==> config.mk <==
export PLATFORM = sky130hd
export DESIGN_NAME = keypad_scanner
export DESIGN_NICKNAME = d
export VERILOG_FILES = /design/src/rtl/keypad_pkg.sv /design/src/rtl/keypad_scanner_sync.sv /design/src/rtl/keypad_scanner.sv
export SDC_FILE = /design/constraint.sdc
export NUM_CORES = 1
export LEC_CHECK = 0
export ABC_AREA = 1
export CORE_ASPECT_RATIO = 1.4
export CORE_MARGIN = 8
export CORE_UTILIZATION = 25
export CTS_BUF_LIST = sky130_fd_sc_hd__clkbuf_16
export DETAILED_ROUTE_END_ITERATION = 12
export SYNTH_ARGS = -nofsm -noshare
export SYNTH_HDL_FRONTEND = slang
export SYNTH_SLANG_ARGS = --single-unit
==> constraint.sdc <==
create_clock -name clk -period 1.7 [get_ports clk]
set_clock_uncertainty 0.05 [all_clocks]
set_input_delay 0.34 -clock clk [delete_from_list [all_inputs] [get_ports clk]]
set_output_delay 0.34 -clock clk [all_outputs]
set_load 0.03 [all_outputs]
==> src/rtl/keypad_pkg.sv <==
// Shared definitions for the 4x4 keypad scanner: FSM state encoding, operator
// codes and the (row, col) -> key class / value lookup.
package keypad_pkg;

    typedef enum logic [2:0] {
        ST_SCAN     = 3'd0,
        ST_DEBOUNCE = 3'd1,
        ST_EMIT     = 3'd2,
        ST_HOLD     = 3'd3,
        ST_RELEASE  = 3'd4
    } state_e;

    typedef enum logic [1:0] {
        KC_NUM = 2'd0,
        KC_OP  = 2'd1,
        KC_CLR = 2'd2,
        KC_EQ  = 2'd3
    } key_class_e;

    localparam logic [1:0] OP_ADD = 2'b00;
    localparam logic [1:0] OP_SUB = 2'b01;
    localparam logic [1:0] OP_MUL = 2'b10;
    localparam logic [1:0] OP_DIV = 2'b11;

    // Layout: r0 "1 2 3 +", r1 "4 5 6 -", r2 "7 8 9 *", r3 "C 0 = /"
    function automatic key_class_e key_class(input logic [1:0] row, input logic [1:0] col);
        key_class_e kc;
        case ({row, col})
            4'h3, 4'h7, 4'hB, 4'hF: kc = KC_OP;
            4'hC:                   kc = KC_CLR;
            4'hE:                   kc = KC_EQ;
            default:                kc = KC_NUM;
        endcase
        return kc;
    endfunction

    // Digit value for digit keys, operator code (low bits) for operator keys.
    function automatic logic [3:0] key_value(input logic [1:0] row, input logic [1:0] col);
        logic [3:0] v;
        case ({row, col})
            4'h0:    v = 4'd1;
            4'h1:    v = 4'd2;
            4'h2:    v = 4'd3;
            4'h3:    v = {2'b00, OP_ADD};
            4'h4:    v = 4'd4;
            4'h5:    v = 4'd5;
            4'h6:    v = 4'd6;
            4'h7:    v = {2'b00, OP_SUB};
            4'h8:    v = 4'd7;
            4'h9:    v = 4'd8;
            4'hA:    v = 4'd9;
            4'hB:    v = {2'b00, OP_MUL};
            4'hF:    v = {2'b00, OP_DIV};
            default: v = 4'd0;
        endcase
        return v;
    endfunction

    function automatic logic single_low(input logic [3:0] rows_n);
        logic one;
        case (rows_n)
            4'b1110, 4'b1101, 4'b1011, 4'b0111: one = 1'b1;
            default:                            one = 1'b0;
        endcase
        return one;
    endfunction

    function automatic logic [1:0] low_index(input logic [3:0] rows_n);
        logic [1:0] idx;
        case (rows_n)
            4'b1101: idx = 2'd1;
            4'b1011: idx = 2'd2;
            4'b0111: idx = 2'd3;
            default: idx = 2'd0;
        endcase
        return idx;
    endfunction

endpackage

==> src/rtl/keypad_scanner_sync.sv <==
// Two-flop synchroniser for the asynchronous keypad row lines; idles high
// (no key) out of reset.
module keypad_sync (
    input  logic       clk,
    input  logic       resetn,
    input  logic [3:0] async_i,
    output logic [3:0] sync_o
);

    logic [3:0] meta_q;
    logic [3:0] sync_q;

    // Two-stage shift into the clk domain.
    always_ff @(posedge clk or negedge resetn) begin
        if (!resetn) begin
            meta_q <= 4'b1111;
            sync_q <= 4'b1111;
        end else begin
            meta_q <= async_i;
            sync_q <= meta_q;
        end
    end

    assign sync_o = sync_q;

endmodule

==> src/rtl/keypad_scanner.sv <==
// Column-scanning 4x4 keypad front end: debounces one key press and emits a
// single registered num/OP/C/EQ pulse per accepted press.
module keypad_scanner #(
    parameter int SCAN_DIV     = 1000,
    parameter int DEBOUNCE_CNT = 50000
) (
    input  logic       clk,
    input  logic       resetn,
    input  logic [3:0] row_n,
    output logic [3:0] col_n,
    output logic       num,
    output logic       OP,
    output logic       C,
    output logic       EQ,
    output logic [3:0] key_val,
    output logic [1:0] op_val,
    output logic [2:0] scan_state
);
    import keypad_pkg::*;

    localparam int DW = $clog2(SCAN_DIV);
    localparam int CW = $clog2(DEBOUNCE_CNT);
    localparam logic [DW-1:0] DWELL_LAST = DW'(SCAN_DIV - 1);
    localparam logic [CW-1:0] CNT_LAST   = CW'(DEBOUNCE_CNT - 1);

    state_e        state_q, state_d;
    logic [DW-1:0] dwell_q, dwell_d;
    logic [CW-1:0] cnt_q, cnt_d;
    logic [1:0]    col_q, col_d;
    logic [1:0]    row_q, row_d;
    logic [3:0]    col_n_q, col_n_d;
    logic          num_q, num_d, op_q, op_d, c_q, c_d, eq_q, eq_d;
    logic [3:0]    key_val_q, key_val_d;
    logic [1:0]    op_val_q, op_val_d;

    logic [3:0]    rs_s;
    logic          latched_low_s;
    logic [3:0]    lookup_val_s;
    key_class_e    lookup_class_s;

    keypad_sync u_sync (
        .clk    (clk),
        .resetn (resetn),
        .async_i(row_n),
        .sync_o (rs_s)
    );

    assign latched_low_s  = ~rs_s[row_q];
    assign lookup_val_s   = key_value(row_q, col_q);
    assign lookup_class_s = key_class(row_q, col_q);

    // Next-state, counter, decode and pulse logic.
    always_comb begin
        state_d   = state_q;
        dwell_d   = dwell_q;
        cnt_d     = cnt_q;
        col_d     = col_q;
        row_d     = row_q;
        num_d     = 1'b0;
        op_d      = 1'b0;
        c_d       = 1'b0;
        eq_d      = 1'b0;
        key_val_d = key_val_q;
        op_val_d  = op_val_q;
        case (state_q)
            ST_SCAN: begin
                if (dwell_q == DWELL_LAST) begin
                    dwell_d = {DW{1'b0}};
                    // Zero or several rows low on this column: keep scanning.
                    if (single_low(rs_s)) begin
                        row_d   = low_index(rs_s);
                        cnt_d   = {CW{1'b0}};
                        state_d = ST_DEBOUNCE;
                    end else begin
                        col_d = col_q + 2'd1;
                    end
                end else begin
                    dwell_d = dwell_q + DW'(1);
                end
            end
            ST_DEBOUNCE: begin
                if (!latched_low_s) begin
                    state_d = ST_SCAN;
                    dwell_d = {DW{1'b0}};
                end else if (cnt_q == CNT_LAST) begin
                    state_d = ST_EMIT;
                    case (lookup_class_s)
                        KC_NUM: begin
                            num_d     = 1'b1;
                            key_val_d = lookup_val_s;
                        end
                        KC_OP: begin
                            op_d     = 1'b1;
                            op_val_d = lookup_val_s[1:0];
                        end
                        KC_CLR:  c_d  = 1'b1;
                        KC_EQ:   eq_d = 1'b1;
                        default: num_d = 1'b0;
                    endcase
                end else begin
                    cnt_d = cnt_q + CW'(1);
                end
            end
            ST_EMIT: begin
                state_d = ST_HOLD;
            end
            ST_HOLD: begin
                if (!latched_low_s) begin
                    cnt_d   = {CW{1'b0}};
                    state_d = ST_RELEASE;
                end else begin
                    state_d = ST_HOLD;
                end
            end
            ST_RELEASE: begin
                // A low row here is release bounce: back to HOLD, never a new press.
                if (latched_low_s) begin
                    state_d = ST_HOLD;
                end else if (cnt_q == CNT_LAST) begin
                    state_d = ST_SCAN;
                    col_d   = col_q + 2'd1;
                    dwell_d = {DW{1'b0}};
                end else begin
                    cnt_d = cnt_q + CW'(1);
                end
            end
            default: begin
                state_d = ST_SCAN;
                dwell_d = {DW{1'b0}};
            end
        endcase
        col_n_d = 4'b1111 ^ (4'b0001 << col_d);
    end

    // State, counters and registered outputs.
    always_ff @(posedge clk or negedge resetn) begin
        if (!resetn) begin
            state_q   <= ST_SCAN;
            dwell_q   <= {DW{1'b0}};
            cnt_q     <= {CW{1'b0}};
            col_q     <= 2'd0;
            row_q     <= 2'd0;
            col_n_q   <= 4'b1110;
            num_q     <= 1'b0;
            op_q      <= 1'b0;
            c_q       <= 1'b0;
            eq_q      <= 1'b0;
            key_val_q <= 4'd0;
            op_val_q  <= 2'd0;
        end else begin
            state_q   <= state_d;
            dwell_q   <= dwell_d;
            cnt_q     <= cnt_d;
            col_q     <= col_d;
            row_q     <= row_d;
            col_n_q   <= col_n_d;
            num_q     <= num_d;
            op_q      <= op_d;
            c_q       <= c_d;
            eq_q      <= eq_d;
            key_val_q <= key_val_d;
            op_val_q  <= op_val_d;
        end
    end

    assign col_n      = col_n_q;
    assign num        = num_q;
    assign OP         = op_q;
    assign C          = c_q;
    assign EQ         = eq_q;
    assign key_val    = key_val_q;
    assign op_val     = op_val_q;
    assign scan_state = state_q;

endmodule
==> summary.txt, run 1 <==
LAYOUT
----------------------------------------------------------------------------------------------------
Final layout net count                                                                           533
Post-synthesis to final-layout area growth                                                     32.7%
Fill cell total of the finished layout                                                          1339
Finished Core Util                                                                             0.336
Fraction of layout instances using a drive strength above 1                                    0.234
Ant diodes                                                                                         0

SYNTHESIS
----------------------------------------------------------------------------------------------------
Distinct cells, synth                                                                             32
Count of mapped cells out of synthesis                                                           456
Fraction of the yosys area taken by sequential cells                                           0.430
Area share of the largest cell type after synthesis                                            0.341
Warnings from Yosys                                                                                0
Per-instance average area after synthesis                                                   7.08 um2
Cell types with the largest area share after synthesis                                  sky130_fd_sc_hd__dfrtp_1 34%, sky130_fd_sc_hd__nand2_1 19%, sky130_fd_sc_hd__dfstp_2 8.9%
Number of synthesized register bits                                                               55
Total nets after synthesis                                                                       468
Synth Cell Area                                                                             3230 um2
Largest area contributor in the netlist                                                 sky130_fd_sc_hd__dfrtp_1

ROUTING
----------------------------------------------------------------------------------------------------
Per-cell via count in the routed design                                                         4.63
Length of the first detailed-routing pass in iterations                                            5
Routed via count                                                                                3122
Iteration-0 DRC Markers                                                                          149
Final routed wirelength across all metal layers                                              8780 um
Number of remaining DRC errors                                                                     0
Wire length per cell after detailed routing                                                  13.0 um
Antenna-violating nets left                                                                        0

GRT
----------------------------------------------------------------------------------------------------
Total grt overflow                                                                                 0
Wire length of the first global-routing pass                                                14300 um
Global-route usage over all layers                                                             0.104
Antenna violations before repair                                                                   0
Pin count of the biggest net entering global routing                                              47
Vias in the first global route                                                                  3121

CLOCK NETWORK
----------------------------------------------------------------------------------------------------
Level count of the clock H-tree                                                                    2
Clock insertion delay at the later pin of the skew report                                    0.30 ns
Largest buffer count on any clock path                                                             2
Clock tree from TritonCTS                                                                      built
Number of clock sinks                                                                             55
Num CTS Buffers                                                                                    5
CTS Root Cell                                                                           sky130_fd_sc_hd__clkbuf_16
Clock-pin slew reported for the worst setup and hold paths after clock tree synthesis        0.07 ns

TIMING
----------------------------------------------------------------------------------------------------
Hold Worst Slack                                                                            0.308 ns
Worst max-slew margin expressed relative to the limit                                          0.774
Unrepaired setup endpoints after global routing                                                 true
Final Max Tran Viols                                                                               0
Max Fclk                                                                                     599 MHz
Final Hold Violating Endpoints                                                                     0
Total setup violations reported at the end of the flow                                             0
Worst-Margin Slew                                                                           0.337 ns
Final Cycle Share                                                                              0.981
Time the final worst path needs with I/O delays and setup                                    1.67 ns

PLACED DESIGN
----------------------------------------------------------------------------------------------------
Dpl hpwl                                                                                     6470 um
Count of input and output buffers                                                                 22
Placer's final routability congestion estimate                                                 0.908

FLOORPLAN
----------------------------------------------------------------------------------------------------
Std cell rows                                                                                     49
Overall die area                                                                           16900 um2
Initial Util                                                                                   0.253
Vertical die dimension                                                                        151 um
Area of the core region                                                                    12800 um2
Chip Width                                                                                    112 um
Boundary pin count                                                                                23

WORST SETUP PATH
----------------------------------------------------------------------------------------------------
Category of the worst setup path launch point                                               register
Worst Path Arrival                                                                           1.28 ns
Slowest cell on the critical path                                                       sky130_fd_sc_hd__clkdlybuf4s50_1
Critical Setup Path Class                                                               register to output port
Number of buffers and inverters on the critical path                                               1
Category of the worst setup path capture point                                           output port
Reg-to-reg slack, setup                                                                      0.04 ns
Critical-path maximum fanout                                                                       1
Kind of cell with the highest combined delay on the critical path                       buffers and inverters
Cell Chain, Critical Path                                                               clkdlybuf4s50_1
Required time at the endpoint of the critical path                                           1.31 ns
Delay contributed by the slowest stage of the critical path                                  0.67 ns

RUN STATUS
----------------------------------------------------------------------------------------------------
Run status                                                                              finished, final reports clean

POWER
----------------------------------------------------------------------------------------------------
Static Leak                                                                               0.00209 uW
Overall Power                                                                                2590 uW
PD cells                                                                                  604 nW/um2
Maximum resistive drop on vdd                                                                 475 uV

HOLD PATH
----------------------------------------------------------------------------------------------------
Hold crit path type                                                                     register to register

RUN
----------------------------------------------------------------------------------------------------
Maximum Capacitance Violations                                                                     0

==> cells in the mapped netlist (all sizes together) <==
master / n
nor3b: 1
xnor2: 3
dfrtp: 44
dfstp: 11
clkbuf: 1
nand4: 10
o21bai: 2
nand2: 170
and2: 1
and3: 1
buf: 5
inv: 48
nor2: 59
nand3: 56
ha: 6
a21oi: 2
nor3: 8
o21ai: 19
nand3b: 3
or2: 2
xor2: 3
o211ai: 1
==> cell usage in the layout, fill, tap and decap left out, types with 2 or more instances in the layout <==
| cell | Yosys | final |
|---|---|---|
| sky130_fd_sc_hd__dlygate4sd2_1 | 0 | 12 |
| sky130_fd_sc_hd__nor3_2 | 0 | 2 |
| sky130_fd_sc_hd__ha_2 | 0 | 2 |
| sky130_fd_sc_hd__o21bai_1 | 2 | 2 |
| sky130_fd_sc_hd__nand3b_1 | 3 | 3 |
| sky130_fd_sc_hd__buf_4 | 0 | 37 |
| sky130_fd_sc_hd__dlymetal6s2s_1 | 0 | 3 |
| sky130_fd_sc_hd__a21oi_1 | 2 | 2 |
| sky130_fd_sc_hd__nor2_1 | 53 | 49 |
| sky130_fd_sc_hd__clkbuf_16 | 0 | 7 |
| sky130_fd_sc_hd__nand2_4 | 1 | 2 |
| sky130_fd_sc_hd__ha_1 | 6 | 4 |
| sky130_fd_sc_hd__dfrtp_1 | 44 | 43 |
| sky130_fd_sc_hd__nand2_1 | 165 | 139 |
| sky130_fd_sc_hd__nand3_1 | 53 | 52 |
| sky130_fd_sc_hd__nor2_2 | 2 | 3 |
| sky130_fd_sc_hd__xnor2_1 | 3 | 3 |
| sky130_fd_sc_hd__nand4_1 | 10 | 10 |
| sky130_fd_sc_hd__o21ai_0 | 17 | 16 |
| sky130_fd_sc_hd__inv_2 | 7 | 7 |
| sky130_fd_sc_hd__nand2_8 | 0 | 2 |
| sky130_fd_sc_hd__buf_12 | 0 | 3 |
| sky130_fd_sc_hd__nor2_4 | 4 | 7 |
| sky130_fd_sc_hd__xor2_1 | 3 | 3 |
| sky130_fd_sc_hd__nand2_2 | 4 | 28 |
| sky130_fd_sc_hd__nor3_1 | 8 | 6 |
| sky130_fd_sc_hd__nand3_2 | 3 | 4 |
| sky130_fd_sc_hd__dfstp_2 | 11 | 11 |
| sky130_fd_sc_hd__inv_1 | 41 | 41 |
| sky130_fd_sc_hd__o21ai_2 | 1 | 2 |
| sky130_fd_sc_hd__clkdlybuf4s50_1 | 0 | 5 |
==> worst paths after layout <==
kind                                   from          endpoint  depth (start not counted)
hold / removal             u_sync.meta_q[1]  u_sync.sync_o[1]                          0
setup / recovery                         OP                OP                          1
hold reg to reg            u_sync.meta_q[1]  u_sync.sync_o[1]                          0
setup reg to reg           u_sync.sync_o[1]          cnt_q[2]                          9
max in group asynchronous            resetn          col_n[3]                          3
min in group asynchronous            resetn         cnt_q[13]                          2
==> routing by layer <==
metal / share of wire / track usage
met4: 0.017 / 0.0359
met2: 0.57 / 0.208
met5: 0 / 0
met3: 0.029 / 0.0165
met1: 0.39 / 0.106
==> cell families (layout without fill, tap and decap cells) <==
group | Yosys count | in the layout | synth area share
and+or+nand+nor | 311 | 313 | 0.423
DFF | 55 | 55 | 0.430
buffers and inverters | 54 | 118 | 0.0670
AOI/OAI and AO/OA | 24 | 24 | 0.0407
adders and majority gates | 6 | 6 | 0.0232
xor gates and xnor gates | 6 | 6 | 0.0163
==> report_power, final <==
part	internal, uW	switching, uW
clock	721	471
sequential	1330	5.73
combinational	23.2	43.0
total	2070	520
==> per-stage QoR <==
| step | setup WS [ns] | area, um2 | TNS [ns] | std cells |
|---|---|---|---|---|
| after global placement | -0.0454 | 3880 | -0.466 | 659 |
| after floorplan | 0.0456 | 3230 | 0 | 456 |
| after global routing | -0.0772 | 4290 | -1.18 | 675 |
| after detailed placement | -0.0492 | 3880 | -0.482 | 659 |
| after CTS | 0.00180 | 4080 | 0 | 668 |
| final | 0.0316 | 4290 | 0 | 675 |
==> timing repair <==
| action | in CTS | in global routing |
|---|---|---|
| pin swaps | 1 | 12 |
| endpoints found under the hold margin | 9 | 0 |
| setup endpoints to repair | 30 | 40 |
| hold buffers | 1 | 0 |
| gates resized for setup | 17 | 47 |
| buffers inserted | 0 | 5 |
| cloned | 0 | 2 |
==> final cells by class <==
type / count / area (um2) / area share
clock inverters: 1 / 3.75 / 0.000876
multi-input cells: 349 / 1790 / 0.419
clock buffers: 7 / 175 / 0.0409
inverters: 48 / 185 / 0.0432
flip-flops and latches: 55 / 1390 / 0.325
repair buffers: 62 / 546 / 0.127
well taps: 153 / 191 / 0.0447
==> registers in the layout, summed over array words and instances, names as in the netlist <==
register	cells
C	1
EQ	1
OP	1
cnt_q	16
col_n	4
col_q	2
dwell_q	10
key_val	4
num	1
op_val	2
row_q	2
scan_state	3
u_sync.meta_q	4
u_sync.sync_o	4
(Power assumes the default switching activity.)
==> run 2: changes to the inputs <==
==> constraint.sdc (replaced) <==
create_clock -name clk -period 1.61 [get_ports clk]
set_clock_uncertainty 0.05 [all_clocks]
set_input_delay 0.322 -clock clk [delete_from_list [all_inputs] [get_ports clk]]
set_output_delay 0.322 -clock clk [all_outputs]
set_load 0.03 [all_outputs]
==> run 2 against run 1 <==
The run now ends with setup timing left. Worst setup slack worse by 0.12 ns. Power is 0.58% lower. Global-route usage grew 0.51 points. Count of clock-buffer cells in the layout fell by 2. Combinational power up 18%. Register-to-register slack lost 0.13 ns. First-iteration DRC count shrank 13%. Final cell count grew 5.6%. Wire length grew 0.42%. Die area unchanged. Sequential share of layout area down 2.0 points.
==> summary.txt, run 2 (synthesis results as in run 1) <==
WORST SETUP PATH
----------------------------------------------------------------------------------------------------
Critical-path maximum fanout                                                                      13   +12
R2r startpoint                                                                          scan_state[1]
Category of the worst setup path capture point                                              register
Worst Path Arrival                                                                           1.84 ns   +0.56 ns
Start point of the critical path                                                        scan_state[1]
Category of the worst setup path launch point                                               register
Required time at the endpoint of the critical path                                           1.74 ns   +0.43 ns
Critical Setup Path Class                                                               register to register

POWER
----------------------------------------------------------------------------------------------------
Static Leak                                                                               0.00222 uW   +6.3%
PD cells                                                                                  563 nW/um2   -6.9%
Maximum resistive drop on vdd                                                                 470 uV   -1.2%

GRT
----------------------------------------------------------------------------------------------------
Met2 track demand over resource in global routing                                              0.219   +0.0115
Global-route usage over all layers                                                             0.109   +0.00507
Met1 track demand over resource                                                                0.110   +0.00422
Total grt overflow                                                                                 0   unchanged
Antenna violations before repair                                                                   0   unchanged
Global routing usage on met3                                                                  0.0193   +0.00281
GR peak layer                                                                                   met2
Wire length of the first global-routing pass                                                15100 um   +5.5%
Vias in the first global route                                                                  3333   +6.8%
Pin count of the biggest net entering global routing                                              56   +19%

LAYOUT
----------------------------------------------------------------------------------------------------
Ant diodes                                                                                         0   unchanged
Top Registers                                                                           cnt_q x16, dwell_q x10
Max reg flops                                                                                     16   unchanged
Fraction of layout instances using a drive strength above 1                                    0.311   +0.0770
Most flops, register                                                                           cnt_q
Post-synthesis to final-layout area growth                                                     41.6%
Fill cell total of the finished layout                                                          1344   +0.37%
Highest-count cells in the layout ignoring fill and taps                                143 x sky130_fd_sc_hd__nand2_1, 73 x sky130_fd_sc_hd__buf_4, 48 x sky130_fd_sc_hd__nor2_1
Finished Core Util                                                                             0.359   +0.0227
Count of placed standard cells in the final layout, fillers left out                             713   +5.6%
Most common library cell in the layout ignoring fill and taps                           sky130_fd_sc_hd__nand2_1
Final layout net count                                                                           571   +7.1%

PLACED DESIGN
----------------------------------------------------------------------------------------------------
Dpl hpwl                                                                                     6570 um   +1.6%
Count of input and output buffers                                                                 22   unchanged
Placed Cells incl. Taps                                                                          690   +4.7%
Worst slack, placed                                                                        -0.107 ns   -0.0578 ns
Placer's final routability congestion estimate                                                 0.903   -0.61%

TIMING
----------------------------------------------------------------------------------------------------
Final Cycle Share                                                                               1.06
Time the final worst path needs with I/O delays and setup                                    1.70 ns
Total setup violations reported at the end of the flow                                            19   +19
Worst max-slew margin expressed relative to the limit                                          0.763   -0.0110
Max Fclk                                                                                     587 MHz
Worst-Margin Slew                                                                           0.355 ns   +0.0178 ns
Final Worst Setup Slack                                                                   -0.0925 ns   -0.124 ns
Final Max Tran Viols                                                                               0   unchanged
Hold Worst Slack                                                                            0.303 ns   -0.00407 ns
Final Hold Violating Endpoints                                                                     0   unchanged
Unrepaired setup endpoints after global routing                                                 true

HOLD PATH
----------------------------------------------------------------------------------------------------
Hold crit path type                                                                     register to register
HP Start                                                                                u_sync.meta_q[2]

CLOCK NETWORK
----------------------------------------------------------------------------------------------------
Largest buffer count on any clock path                                                             2   unchanged
Clock-pin slew reported for the worst setup and hold paths after clock tree synthesis        0.07 ns   about the same
Clock tree from TritonCTS                                                                      built
Num CTS Buffers                                                                                    5   unchanged
CTS Root Cell                                                                           sky130_fd_sc_hd__clkbuf_16
Number of clock sinks                                                                             55   unchanged
Clock insertion delay at the later pin of the skew report                                    0.30 ns   about the same
Level count of the clock H-tree                                                                    2   unchanged

ROUTING
----------------------------------------------------------------------------------------------------
Final routed wirelength across all metal layers                                              8810 um   +0.42%
Routed via count                                                                                3295   +5.5%
Wire length per cell after detailed routing                                                  12.4 um   -4.9%
Iteration-0 DRC Markers                                                                          130   -13%
Number of remaining DRC errors                                                                     0   unchanged
Length of the first detailed-routing pass in iterations                                            4   -1
Per-cell via count in the routed design                                                         4.62   about the same
Antenna-violating nets left                                                                        0   unchanged

FLOORPLAN
----------------------------------------------------------------------------------------------------
Initial Util                                                                                   0.253   unchanged
Boundary pin count                                                                                23   unchanged
Vertical die dimension                                                                        151 um   unchanged
Area of the core region                                                                    12800 um2   unchanged
Std cell rows                                                                                     49   unchanged
Chip Width                                                                                    112 um   unchanged
Overall die area                                                                           16900 um2   unchanged

RUN
----------------------------------------------------------------------------------------------------
Maximum Capacitance Violations                                                                     0   unchanged

RUN STATUS
----------------------------------------------------------------------------------------------------
Run status                                                                              complete, but fails checks
Failing checks                                                                          setup timing

[run 2: changes by cell type in the layout (fill, tap and decap cells not counted), sizes merged, moves of 2 or more]
cell and delta:
clkinv +2, clkdlybuf4s15 +3, dlymetal6s2s -3, buf +37
[run 2: layer usage]
layer | routed length [um] | up-vias
met5 | 0 | -
met4 | 141 | 0
met3 | 289 | 12
met2 | 4900 | 44
met1 | 3490 | 1579
li1 | - | 1660
[run 2: where the power goes]
group	switching, uW	internal, uW
combinational	49.0	29.4
clock	512	578
sequential	6.42	1400
[run 2: through the flow]
step	power, uW	setup TNS (ns)	area [um2]
2_1_floorplan	1450	-0.134	3240
3_3_place_gp	1500	-1.90	4110
3_5_place_dp	1500	-2.09	4110
4_1_cts	2610	-1.23	4400
5_1_grt	2680	-5.26	4580
6_report	2570	-1.26	4580
[run 2: layout make-up]
type / count / area, um2 / area share
inverter: 48 / 186 / 0.0407
multi-input combinational: 349 / 1850 / 0.405
sequential: 55 / 1390 / 0.305
clock inverter: 3 / 18.8 / 0.00410
timing repair buffer: 100 / 806 / 0.176
clock buffer: 5 / 125 / 0.0273
tap: 153 / 191 / 0.0418
[run 2: final timing paths]
path / endpoint / slack, ns / cells past startpoint
max: cnt_q[5] / -0.09 / 9
min: u_sync.sync_o[2] / 0.30 / 0
max reg2reg: cnt_q[5] / -0.09 / 9
min reg2reg: u_sync.sync_o[2] / 0.30 / 0
max in group asynchronous: col_n[3] / 0.70 / 3
min in group asynchronous: cnt_q[8] / 0.50 / 3
[run 2: worst max-delay path, stage by stage (launching register included)]
cell and delay, ns:
sky130_fd_sc_hd__dfrtp_2 0.40, sky130_fd_sc_hd__buf_4 0.15, sky130_fd_sc_hd__nand2_1 0.19, sky130_fd_sc_hd__nor2_1 0.10, sky130_fd_sc_hd__o21ai_2 0.16, sky130_fd_sc_hd__nand2_2 0.10, sky130_fd_sc_hd__inv_4 0.17, sky130_fd_sc_hd__nand2_4 0.12
sky130_fd_sc_hd__nand2_1 0.10, sky130_fd_sc_hd__nand2_1 0.05
[run 2: what timing repair did]
| action | in CTS | in global routing |
|---|---|---|
| pin swaps | 14 | 20 |
| hold buffers | 1 | 0 |
| hold endpoints to repair | 44 | 0 |
| cloned | 1 | 1 |
| setup endpoints to repair | 50 | 50 |
| resized for setup | 46 | 47 |
| setup buffers | 7 | 5 |
